$ cat src/rtl/hex_scan_ctrl.sv
`default_nettype none
// ============================================================================
// Module   : hex_scan_ctrl
// Purpose  : Time-multiplexed 7-seg anode scanner with guard gaps between
//            digits and value updates applied only at frame boundaries.
//            Optional: LEADING_ZERO_BLANK_EN darkens leading-zero digits.
// Revision : 1.0 - initial release
// ============================================================================
module hex_scan_ctrl #(
  parameter int DIGITS = 4,
  parameter int DWELL  = 50000,
  parameter int GUARD  = 500
) (
  input  logic                  Clk,
  input  logic                  Reset_n,
  input  logic [4*DIGITS-1:0]   Value,
  input  logic                  Load_Valid,
  output logic                  Load_Ready,
  output logic [DIGITS-1:0]     Digit_Sel,
  output logic [3:0]            Nibble,
  output logic                  Frame_Done
);

  localparam int c_MAXN  = (DWELL > GUARD) ? DWELL : GUARD;
  localparam int c_CNT_W = $clog2(c_MAXN + 1);
  localparam int c_IDX_W = (DIGITS > 1) ? $clog2(DIGITS) : 1;

  localparam logic [c_CNT_W-1:0] c_DWELL_LAST = c_CNT_W'(DWELL - 1);
  localparam logic [c_CNT_W-1:0] c_GUARD_LAST = c_CNT_W'(GUARD - 1);
  localparam logic [c_IDX_W-1:0] c_IDX_LAST   = c_IDX_W'(DIGITS - 1);

  typedef enum logic [1:0] {
    ST_INIT  = 2'd0,
    ST_DRIVE = 2'd1,
    ST_GUARD = 2'd2
  } state_t;

  state_t                r_state;
  state_t                w_state_nxt;
  logic [c_IDX_W-1:0]    r_idx;
  logic [c_IDX_W-1:0]    w_idx_nxt;
  logic [c_CNT_W-1:0]    r_cnt;
  logic [c_CNT_W-1:0]    w_cnt_nxt;
  logic [4*DIGITS-1:0]   r_shadow;
  logic [4*DIGITS-1:0]   w_shadow_nxt;
  logic [4*DIGITS-1:0]   r_buffer;
  logic [4*DIGITS-1:0]   w_buffer_nxt;
  logic                  r_pending;
  logic                  w_pending_nxt;
  logic                  w_boundary;
  logic                  w_accept;
  logic [DIGITS-1:0]     w_sel_nxt;
  logic [3:0]            w_nib_nxt;
  logic [DIGITS-1:0]     w_lit;

  assign Load_Ready = ~r_pending;
  assign w_accept   = Load_Valid & ~r_pending;

  // Sequencer: INIT -> DRIVE(0) -> GUARD(0) -> DRIVE(1) ... -> GUARD(last) -> DRIVE(0)
  always_comb begin
    w_state_nxt = r_state;
    w_idx_nxt   = r_idx;
    w_cnt_nxt   = r_cnt + c_CNT_W'(1);
    w_boundary  = 1'b0;
    case (r_state)
      ST_INIT: begin
        if (r_cnt == c_GUARD_LAST) begin
          w_state_nxt = ST_DRIVE;
          w_idx_nxt   = '0;
          w_cnt_nxt   = '0;
          w_boundary  = 1'b1;
        end
      end
      ST_DRIVE: begin
        if (r_cnt == c_DWELL_LAST) begin
          w_state_nxt = ST_GUARD;
          w_cnt_nxt   = '0;
        end
      end
      ST_GUARD: begin
        if (r_cnt == c_GUARD_LAST) begin
          w_state_nxt = ST_DRIVE;
          w_cnt_nxt   = '0;
          if (r_idx == c_IDX_LAST) begin
            w_idx_nxt  = '0;
            w_boundary = 1'b1;
          end else begin
            w_idx_nxt  = r_idx + c_IDX_W'(1);
          end
        end
      end
      default: begin
        w_state_nxt = ST_INIT;
        w_idx_nxt   = '0;
        w_cnt_nxt   = '0;
      end
    endcase
  end

  // A transfer at the boundary and a new accept are mutually exclusive,
  // since an accept requires pending to be clear.
  always_comb begin
    w_shadow_nxt  = r_shadow;
    w_buffer_nxt  = r_buffer;
    w_pending_nxt = r_pending;
    if (w_boundary && r_pending) begin
      w_shadow_nxt  = r_buffer;
      w_pending_nxt = 1'b0;
    end
    if (w_accept) begin
      w_buffer_nxt  = Value;
      w_pending_nxt = 1'b1;
    end
  end

`ifdef LEADING_ZERO_BLANK_EN
  // Digit i is lit unless it and every more-significant nibble are zero.
  always_comb begin
    w_lit    = '1;
    for (int i = 1; i < DIGITS; i++) begin
      w_lit[i] = ((w_shadow_nxt >> (4 * i)) != '0);
    end
  end
`else
  assign w_lit = '1;
`endif

  // Outputs are computed from the next state so they change on the transition edge.
  always_comb begin
    w_sel_nxt = '1;
    w_nib_nxt = Nibble;
    if (w_state_nxt == ST_DRIVE) begin
      w_nib_nxt = w_shadow_nxt[4*w_idx_nxt +: 4];
      if (w_lit[w_idx_nxt]) begin
        w_sel_nxt[w_idx_nxt] = 1'b0;
      end
    end
  end

  always_ff @(posedge Clk or negedge Reset_n) begin
    if (!Reset_n) begin
      r_state    <= ST_INIT;
      r_idx      <= '0;
      r_cnt      <= '0;
      r_shadow   <= '0;
      r_buffer   <= '0;
      r_pending  <= 1'b0;
      Digit_Sel  <= '1;
      Nibble     <= 4'h0;
      Frame_Done <= 1'b0;
    end else begin
      r_state    <= w_state_nxt;
      r_idx      <= w_idx_nxt;
      r_cnt      <= w_cnt_nxt;
      r_shadow   <= w_shadow_nxt;
      r_buffer   <= w_buffer_nxt;
      r_pending  <= w_pending_nxt;
      Digit_Sel  <= w_sel_nxt;
      Nibble     <= w_nib_nxt;
      Frame_Done <= w_boundary;
    end
  end

endmodule
`default_nettype wire
$ cat config.mk
export PLATFORM = sky130hd
export DESIGN_NAME = hex_scan_ctrl
export DESIGN_NICKNAME = d
export VERILOG_FILES = /design/src/rtl/hex_scan_ctrl.sv
export SDC_FILE = /design/constraint.sdc
export NUM_CORES = 1
export LEC_CHECK = 0
export CORE_MARGIN = 2
export CORE_UTILIZATION = 60
export CTS_CLUSTER_DIAMETER = 50
export DETAILED_ROUTE_END_ITERATION = 10
export GPL_TIMING_DRIVEN = 0
export PLACE_DENSITY = 0.84
export SYNTH_ARGS = -nofsm -noshare
export SYNTH_HDL_FRONTEND = slang
export SYNTH_SLANG_ARGS = --single-unit
$ cat constraint.sdc
create_clock -name Clk -period 7.25 [get_ports Clk]
set_input_delay 1.0875 -clock Clk [delete_from_list [all_inputs] [get_ports Clk]]
set_output_delay 1.0875 -clock Clk [all_outputs]
set_load 0.02 [all_outputs]
== Word-level counts from Yosys, hierarchy flattened ==
Index checks and enable logic that the tools add are counted.

* Add/sub/neg operators: 2
* Order comparisons: 2
* Eq/ne operators: 6
* Shift-type cells: 1
* Muxes and demuxes: 23
* Bitwise logic cells: 3
* Reduce and logical (&&, ||, !) cells: 5

{| class="wikitable"
|+ Operators with widths
! cell !! number
|-
| 16-bit two-way mux || 3
|-
| 16-bit one-hot mux with 2 select lines || 1
|-
| 16-bit by 1-bit adder with 16-bit output (second input constant) || 1
|-
| 16-bit == test (second input constant) || 1
|-
| 16-bit by 9-bit == test with 1-bit output (second input constant) || 1
|-
| 16-bit by 5-bit variable part select with 4-bit output || 1
|-
| 2-bit two-way mux || 5
|-
| 4-bit two-way mux || 2
|-
| 1-bit two-way mux || 7
|-
| 2-bit one-hot mux with 3 select lines || 1
|-
| 2-bit by 1-bit == test with 1-bit output (second input constant) || 2
|-
| 2-bit == test (second input constant) || 2
|-
| 4-bit inverter || 1
|-
| 2-bit one-hot mux with 2 select lines || 1
|-
| 2-bit by 3-bit < comparator with 1-bit output (second input constant) || 1
|-
| 2-bit by 1-bit adder with 2-bit output (second input constant) || 1
|-
| 1-bit binary-select mux with 2-bit select || 1
|-
| 1-bit demux with 2-bit select || 1
|-
| 2-bit by 1-bit greater-or-equal comparator with 1-bit output (second input constant) || 1
|-
| 1-bit logical AND || 2
|-
| 2-bit logical NOT || 1
|-
| 1-bit one-hot mux with 2 select lines || 1
|-
| 2-bit nonzero test || 1
|-
| 2-bit OR reduction || 1
|-
| other kinds (2) || 2
|}

* Register bits: 62
* Bits of input ports: 19
* Output and inout port bits: 10
* Logic and storage cells: 51

== Logic depth before layout (Yosys ltp) ==
Gate-level depths: netlist (run 1).

* Depth after elaboration: 11
* Mapped depth: 9
* Gate-level depth less buffers: 7

== Worst setup path before layout (run 1) ==
No wires, ideal clock.

* Path type: register to register
* Start point: register r_cnt[0]
* End point: register Nibble[3]
* Library setup time: 0.141 ns
* Data arrival time: 2.246 ns
* Data required time: 7.109 ns
* Setup slack: 4.863 ns
* Stages on the path, launching flop included: 10
* Path buffers: 2
* Period minus slack after synthesis: 2.387 ns
* Path through: dfrtp_1 > ha_1 > nor4b_2 > and4_1 > buf_4 > nor4b_4 > buf_6 > mux2_4 > a22oi_1 > a31oi_1

* Longest elaborated chain between the ends: 6
* Elaborated cells on any way between the ends: 15
* Classes of those cells: eq/ne: 3; shift: 1; mux: 10; reduce/logical: 1

{| class="wikitable"
|+ Ends and longest elaborated chain
! what !! line !! source
|-
| start: declaration || 42 || <nowiki>logic [c_CNT_W-1:0] r_cnt;</nowiki>
|-
| start signal: assignment || 154 || <nowiki>r_cnt <= w_cnt_nxt;</nowiki>
|-
| 16-bit by 9-bit == test with 1-bit output (*) || 67, 81 ||
|-
| 1-bit two-way mux (on tied branches) || 81, 67 ||
|-
| 1-bit one-hot mux with 2 select lines (*) || 65 || <nowiki>case (r_state)</nowiki>
|-
| 1-bit logical AND (*) || 106 || <nowiki>if (w_boundary && r_pending) begin</nowiki>
|-
| 16-bit two-way mux (*) || 106 ||
|-
| via w_shadow_nxt[11] || 45 || <nowiki>logic [4*DIGITS-1:0] w_shadow_nxt;</nowiki>
|-
| 16-bit by 5-bit variable part select with 4-bit output (*) || 133 || <nowiki>w_nib_nxt = w_shadow_nxt[4*w_idx_nxt +: 4];</nowiki>
|-
| end signal: assignment || 159 || <nowiki>Nibble <= w_nib_nxt;</nowiki>
|-
| end: declaration || 20 || <nowiki>output logic [3:0] Nibble,</nowiki>
|}

The timed path passes the listed nets; every way through them passes the cells marked *.
A chain may end at the register's enable or synchronous reset.

== Final worst setup path (run 1) ==
* Start point: register r_cnt[0]
* End point: register Nibble[1]

Same word-level chain as after synthesis.

==> results.md, run 1 <==
* GRT overflow at 0
* DIE AREA at 0.005006 sq mm
* Final Net Count at 271
* Largest family of logic cells by synthesized area: multiplexers
* Mux contribution to synthesized area at 15.49%
* Site Rows at 24
* Top post-synthesis cells by area: dfrtp_1 54%, mux2_2 9.7%, mux2_4 5.1%, dfstp_2 3.9%, nor2_1 3.2%
* Hold Vio Cnt, Final at 0
* Die height at 70.76 microns
* Total Wirelength at 4.905 mm
* Post-CTS setup buffers at 0
* Via density per instance at 5.612
* Hold buffers post-CTS at 0
* HPWL after detailed placement at 3.457 mm
* Area delta synth->final at 20.96%
* RSZ-0062 raised after global routing: false
* Clock Pin Slew Worst Setup and Hold Paths at 0.07 ns
* # DRC at 0
* Register-to-register setup slack at 4.47 ns
* Dpl ws at 4.201 ns
* Area share of the largest cell type after synthesis at 54.28%
* Syn_area_per_cell at 12.73 sq um
* CTS max path bufs at 2
* Max Cap Violations at 0
* Synth Cell Area at 0.002674 sq mm
* Setup crit end kind: register
* Leading area contributor after synthesis: dfrtp_1
* Simple-Gate Fraction of Synth Area at 13.85%
* Skew-Pair Late Insertion Delay at 0.33 ns
* CP startpoint kind: register
* Drt wl/cell at 15.98 microns
* First-pass GRT wire length at 8.459 mm
* Post-CTS sizing at 0
* Worst Path Arrival at 2.97 ns
* CTS root buf: clkbuf_8
* # setup viols final at 0
* Final core occ at 74.80%
* Gate Count Post-Synth at 210
* CP required at 7.44 ns
* Vias in the first global route at 1838
* Critical Path, Cell by Cell: ha_1 > nor4b_2 > and4_1 > buf_4 > nor4b_4 > buf_6 > mux2_4 > a22oi_1 > a31oi_1
* Status: completed
* Synth Area in Adders at 0.9359%
* Clk sinks at 62
* Gp weighted congestion at 0.7736
* PortBufs at 28
* #FFs+latches synth at 62
* Fmax at 359.7 MHz
* CTS H-Tree Depth at 3
* Starting Density at 61.83%
* Worst hold path type: register to register
* Core region area at 0.004324 sq mm
* CTS tree: done
* Largest net degree at the start of global routing at 44
* Vias at 1723
* Slowest stage delay, CP at 0.54 ns
* Ports at 29
* Max-slew violations at 0
* Worst Setup Path Type: register to register
* Initial antenna violation count at 0
* DR iter-0 viols at 112
* Share of layout cells above drive strength 1 at 22.75%
* Synth warn at 0
* Sequential share of the synthesized area at 58.21%
* Synth Area in Compound Gates at 5.475%
* Synth cell types at 34
* Chip Width at 70.76 microns
* Leakage at 1.425 nW
* Xor/xnor share of the synthesized area at 3.931%
* Worst-margin pin slew at 0.6380 ns
* Post-route setup slack at 4.470 ns
* Ant. Diodes at 0
* Drt pass-1 iters at 4
* GRT Total Usage at 22.16%
* Worst Skew at 0.007951 ns
* Slew Limit Headroom at 57.29%
* Maximum fanout along the worst path at 10
* Final TNS setup at 0 ns
* Crit share post-route at 38.34%
* Detail Route Antenna Nets at 0
* Cts bufs inserted at 9
* Tmin final at 2.780 ns
* Peak VDD IR at 131.6 uV
* Power Dens Cells at 214.1 mW/mm^2
* CP max-delay cell: nor4b_4
* Syn nets at 231
layer usage:
layer	track usage (%)	part of all wire [%]	routed length, microns
met5	0	0	0
met4	10.06	2.0	98
met3	4.986	2.9	144
met2	35.10	49	2406
met1	29.51	46	2256
registers in the layout, summed over array words and instances, names as in the netlist:
| signal | flops |
|---|---|
| r_buffer | 16 |
| r_cnt | 16 |
| r_shadow | 16 |
| Digit_Sel | 4 |
| Nibble | 4 |
| r_idx | 2 |
| r_state | 2 |
| Frame_Done | 1 |
| r_pending | 1 |
synth_stat cells:
master and count:
a21oi_1 2, a22oi_1 10, a2bb2oi_1 1, a31oi_1 4, and2_1 2, and3_1 2
and4_1 2, buf_4 1, buf_6 1, clkbuf_1 6, dfrtp_1 58, dfstp_2 4
ha_1 2, inv_1 4, mux2_2 23, mux2_4 9, mux2i_1 2, nand2_1 13
nand3_1 6, nand4_1 3, nand4b_1 1, nor2_1 23, nor2b_1 7, nor3_1 1
nor3b_1 1, nor4_1 1, nor4_4 1, nor4b_2 1, nor4b_4 1, o21ai_0 2
o2bb2ai_1 2, or3_1 2, xnor2_1 4, xor2_1 8
layout make-up:
| cell class | count | area [sq um] |
|---|---|---|
| Clock inverter | 4 | 45.04 |
| Multi-Input combinational cell | 136 | 1061 |
| Fill cell | 296 | 1090 |
| Timing Repair Buffer | 29 | 295.3 |
| Inverter | 4 | 15.01 |
| Buffer | 8 | 41.29 |
| Tap cell | 52 | 65.06 |
| Clock buffer | 12 | 155.1 |
| Sequential cell | 62 | 1556 |
layout by cell type (no fill, tap or decap), types with 2 or more instances in the layout:
cell type,count
dfrtp_1,58
clkdlybuf4s50_1,27
mux2_2,23
nor2_1,23
nand2_1,13
clkbuf_8,11
a22oi_1,10
mux2_4,9
xor2_1,8
clkbuf_1,7
nor2b_1,7
nand3_1,6
dfstp_2,4
inv_1,4
xnor2_1,4
a31oi_1,4
nand4_1,3
clkinv_2,3
and4_1,2
mux2i_1,2
and3_1,2
and2_1,2
o21ai_0,2
or3_1,2
a21oi_1,2
o2bb2ai_1,2
ha_1,2
path summary, 6_finish.rpt:
kind                               start            to  cells after the start
worst max-delay path            r_cnt[0]     Nibble[1]                      9
worst min-delay path            r_cnt[0]      r_cnt[0]                      1
worst max register to register  r_cnt[0]     Nibble[1]                      9
worst min register to register  r_cnt[0]      r_cnt[0]                      1
max in group asynchronous        Reset_n  Digit_Sel[1]                      2
min in group asynchronous        Reset_n     r_cnt[13]                      1
critical path, delay by kind of cell, from the launching register on:
| kind | cells | cell delay [ns] |
|---|---|---|
| and+or+nand+nor | 3 | 1.01 |
| buffers and inverters | 2 | 0.40 |
| DFF | 1 | 0.38 |
| muxes | 1 | 0.32 |
| AOI/OAI and AO/OA | 2 | 0.31 |
| adders and majority gates | 1 | 0.21 |
power breakdown:
part | internal (mW) | leakage (nW) | switching [mW]
Clock | 0.176 | 0.106 | 0.127
Combinational | 0.0169 | 0.511 | 0.0103
Sequential | 0.356 | 0.808 | 0.00601
Total | 0.549 | 1.42 | 0.143
kinds of logic (layout without fill, tap and decap cells):
| family | Yosys count | count (layout) |
|---|---|---|
| AO/OA/AOI/OAI | 21 | 21 |
| XOR/XNOR | 12 | 12 |
| adder cells (fa/ha/maj) | 2 | 2 |
| buffers and inverters | 12 | 57 |
| flip-flops | 62 | 62 |
| multiplexers | 34 | 34 |
| AND/OR/NAND/NOR | 67 | 67 |
per-stage QoR:
stage	total power, mW	cells	hold WS (ns)	cell area [sq um]
after floorplan	0.3755	210	0.4329	2674
after CTS	0.6981	307	0.4810	3234
after global placement	0.3932	290	0.4486	3019
final	0.6925	307	0.4762	3234
after detailed placement	0.3965	291	0.4721	3034
after global routing	0.7144	307	0.5050	3234
No activity file was read; power rests on OpenSTA's default activity.
==> run 2, diff against run 1 <==
CORE_UTILIZATION = 55   (was 60)
PLACE_DENSITY = 0.78   (was 0.84)
clock period = 2.7 ns   (was 7.25 ns; I/O delays follow)
==> run 2 against run 1 <==
Via count is 1.4% higher. Non-clock buffer count is 3 higher. Die area up 8.6%. Power rose to 2.8 times the previous value. Maximum frequency increased by 9.8%. Largest cell class unchanged. Combinational power rose to 2.6 times the previous value. Clock power grew to 3.0 times the previous value. Routed wire length fell by 3.4%. Register-to-register slack lost 4.3 ns. Utilization decreased by 4.6 points.
==> results.md, run 2 (synthesis gave the netlist of run 1 again) <==
* Total Wirelength at 4.737 mm
* RSZ-0062 raised after global routing: false
* Skew-Pair Late Insertion Delay at 0.34 ns
* Core region area at 0.004692 sq mm
* Peak VDD IR at 389.7 uV
* # setup viols final at 0
* Fmax at 395.1 MHz
* Site Rows at 25
* CTS max path bufs at 2
* Clock Pin Slew Worst Setup and Hold Paths at 0.07 ns
* CTS tree: done
* Die height at 73.73 microns
* Leakage at 1.442 nW
* Share of layout cells above drive strength 1 at 24.42%
* Vias at 1747
* Reg area at 0.001556 sq mm
* Most frequent cells in the layout: 58 x dfrtp_1, 27 x clkdlybuf4s50_1, 23 x mux2_2, 23 x nor2_1, 13 x nand2_1
* Cts bufs inserted at 9
* Non-Filler Instances at 312
* Vias in the first global route at 1745
* CP max-delay cell: dfrtp_1
* Ant. Diodes at 0
* Critical Path, Cell by Cell: ha_2 > nor4b_4 > and4_1 > buf_4 > nor4b_4 > buf_4 > mux2_2 > a22oi_1 > a31oi_1
* DIE AREA at 0.005435 sq mm
* GRT overflow at 0
* Drt pass-1 iters at 4
* Setup crit end kind: register
* First-pass GRT wire length at 7.935 mm
* Ports at 29
* Largest net degree at the start of global routing at 33
* Worst Setup Path Type: register to register
* Status: completed
* Commonest non-fill, non-tap cell in the layout: dfrtp_1
* Crit share post-route at 93.73%
* Final hold slack at 0.1193 ns
* Fillers at 371
* Tmin final at 2.531 ns
* GRT Total Usage at 20.12%
* # DRC at 0
* Max-slew violations at 0
* CTS H-Tree Depth at 3
* Worst Path Arrival at 2.73 ns
* Area delta synth->final at 23.16%
* Final Net Count at 274
* CP startpoint kind: register
* Biggest regs: r_buffer: 16 flops, r_cnt: 16 flops, r_shadow: 16 flops
* Detail Route Antenna Nets at 0
* Worst Path Buf+Inv at 2
* Max Cap Violations at 0
* Initial antenna violation count at 0
* Drt wl/cell at 15.18 microns
* CP required at 2.90 ns
* Chip Width at 73.73 microns
* DR iter-0 viols at 65
* CP delay by family, top: simple AND/OR/NAND/NOR gates
* Starting Density at 56.99%
* Power Dens Cells at 590.0 mW/mm^2
* PortBufs at 28
* Worst Skew at 0.005281 ns
* CTS root buf: clkbuf_8
* Placed insts at 293
* Clk sinks at 62
* Hold Vio Cnt, Final at 0
* Worst hold path type: input port to async pin
* Maximum fanout along the worst path at 4
* Worst-margin pin slew at 0.7303 ns
* Slew Limit Headroom at 51.31%
* Via density per instance at 5.599
* Slowest stage delay, CP at 0.37 ns
* Area of the multi-input gates at 0.001072 sq mm
* Gp weighted congestion at 0.7734
* HPWL after detailed placement at 3.306 mm
-- run 2: changes by cell type in the layout (fill, tap and decap cells not counted) --
cell	before	now
ha_2	0	1
nor4b_4	1	2
ha_1	2	1
clkbuf_8	11	10
clkbuf_1	7	6
clkinv_2	3	2
clkinvlp_4	0	2
nor4b_2	1	0
buf_4	1	4
bufinv_16	1	2
-- run 2: metrics by stage --
stage / power, mW / worst slack [ns] / setup TNS (ns) / utilization [%] / instance area [sq um]
2_1_floorplan: 1.008 / 0.3129 / 0 / - / 2674
3_3_place_gp: 1.057 / -0.7253 / -42.29 / 64.40 / 3022
3_5_place_dp: 1.063 / -0.1149 / -0.4114 / 64.72 / 3037
4_1_cts: 1.968 / 0.1560 / 0 / 69.95 / 3282
5_1_grt: 2.024 / 0.007524 / 0 / 70.19 / 3293
6_report: 1.943 / 0.1692 / 0 / 70.19 / 3293
-- run 2: layout make-up --
cell class | instances | share of cell area (%)
Buffer | 8 | 1.254
Clock inverter | 6 | 2.584
Sequential cell | 62 | 47.26
Inverter | 4 | 0.4559
Tap cell | 54 | 2.052
Timing Repair Buffer | 32 | 9.650
Clock buffer | 10 | 4.179
Multi-Input combinational cell | 136 | 32.56
-- run 2: worst reg2reg max path: stages, from the launching register on --
cell and delay (ns):
dfrtp_1 0.37, ha_2 0.22, nor4b_4 0.22, and4_1 0.23, buf_4 0.14, nor4b_4 0.34, buf_4 0.21, mux2_2 0.35
a22oi_1 0.20, a31oi_1 0.11
-- run 2: routing by layer --
metal | GRT usage [%] | vias up | part of all wire (%) | routed length (microns)
met5 | 0 | - | 0 | 0
met4 | 8.687 | 0 | 1.7 | 82
met2 | 30.46 | 40 | 47 | 2238
met1 | 26.00 | 868 | 46 | 2183
met3 | 7.407 | 14 | 4.9 | 233
li1 | - | 825 | - | -
-- run 2: path summary, 6_finish.rpt --
path | from | slack (ns) | cells past startpoint | end
max | r_cnt[0] | 0.17 | 9 | Nibble[1]
min | Reset_n | 0.12 | 1 | r_cnt[12]
max reg2reg | r_cnt[0] | 0.17 | 9 | Nibble[1]
min reg2reg | r_cnt[0] | 0.47 | 1 | r_cnt[0]
max in group asynchronous | Reset_n | 1.90 | 2 | Digit_Sel[0]
min in group Clk | r_cnt[0] | 0.47 | 1 | r_cnt[0]
-- run 2: power breakdown --
part | leakage (nW) | internal, mW | switching (mW)
Combinational | 0.526 | 0.0452 | 0.0266
Clock | 0.108 | 0.541 | 0.359
Sequential | 0.808 | 0.957 | 0.0143
Total | 1.44 | 1.54 | 0.400
-- run 2: what timing repair did --
| item | in CTS | in global routing |
|---|---|---|
| pin swaps | 0 | 0 |
| endpoints found under the setup margin | 4 | 2 |
| buffers inserted | 3 | 0 |
| resized for setup | 0 | 2 |
| hold buffers | 0 | 0 |
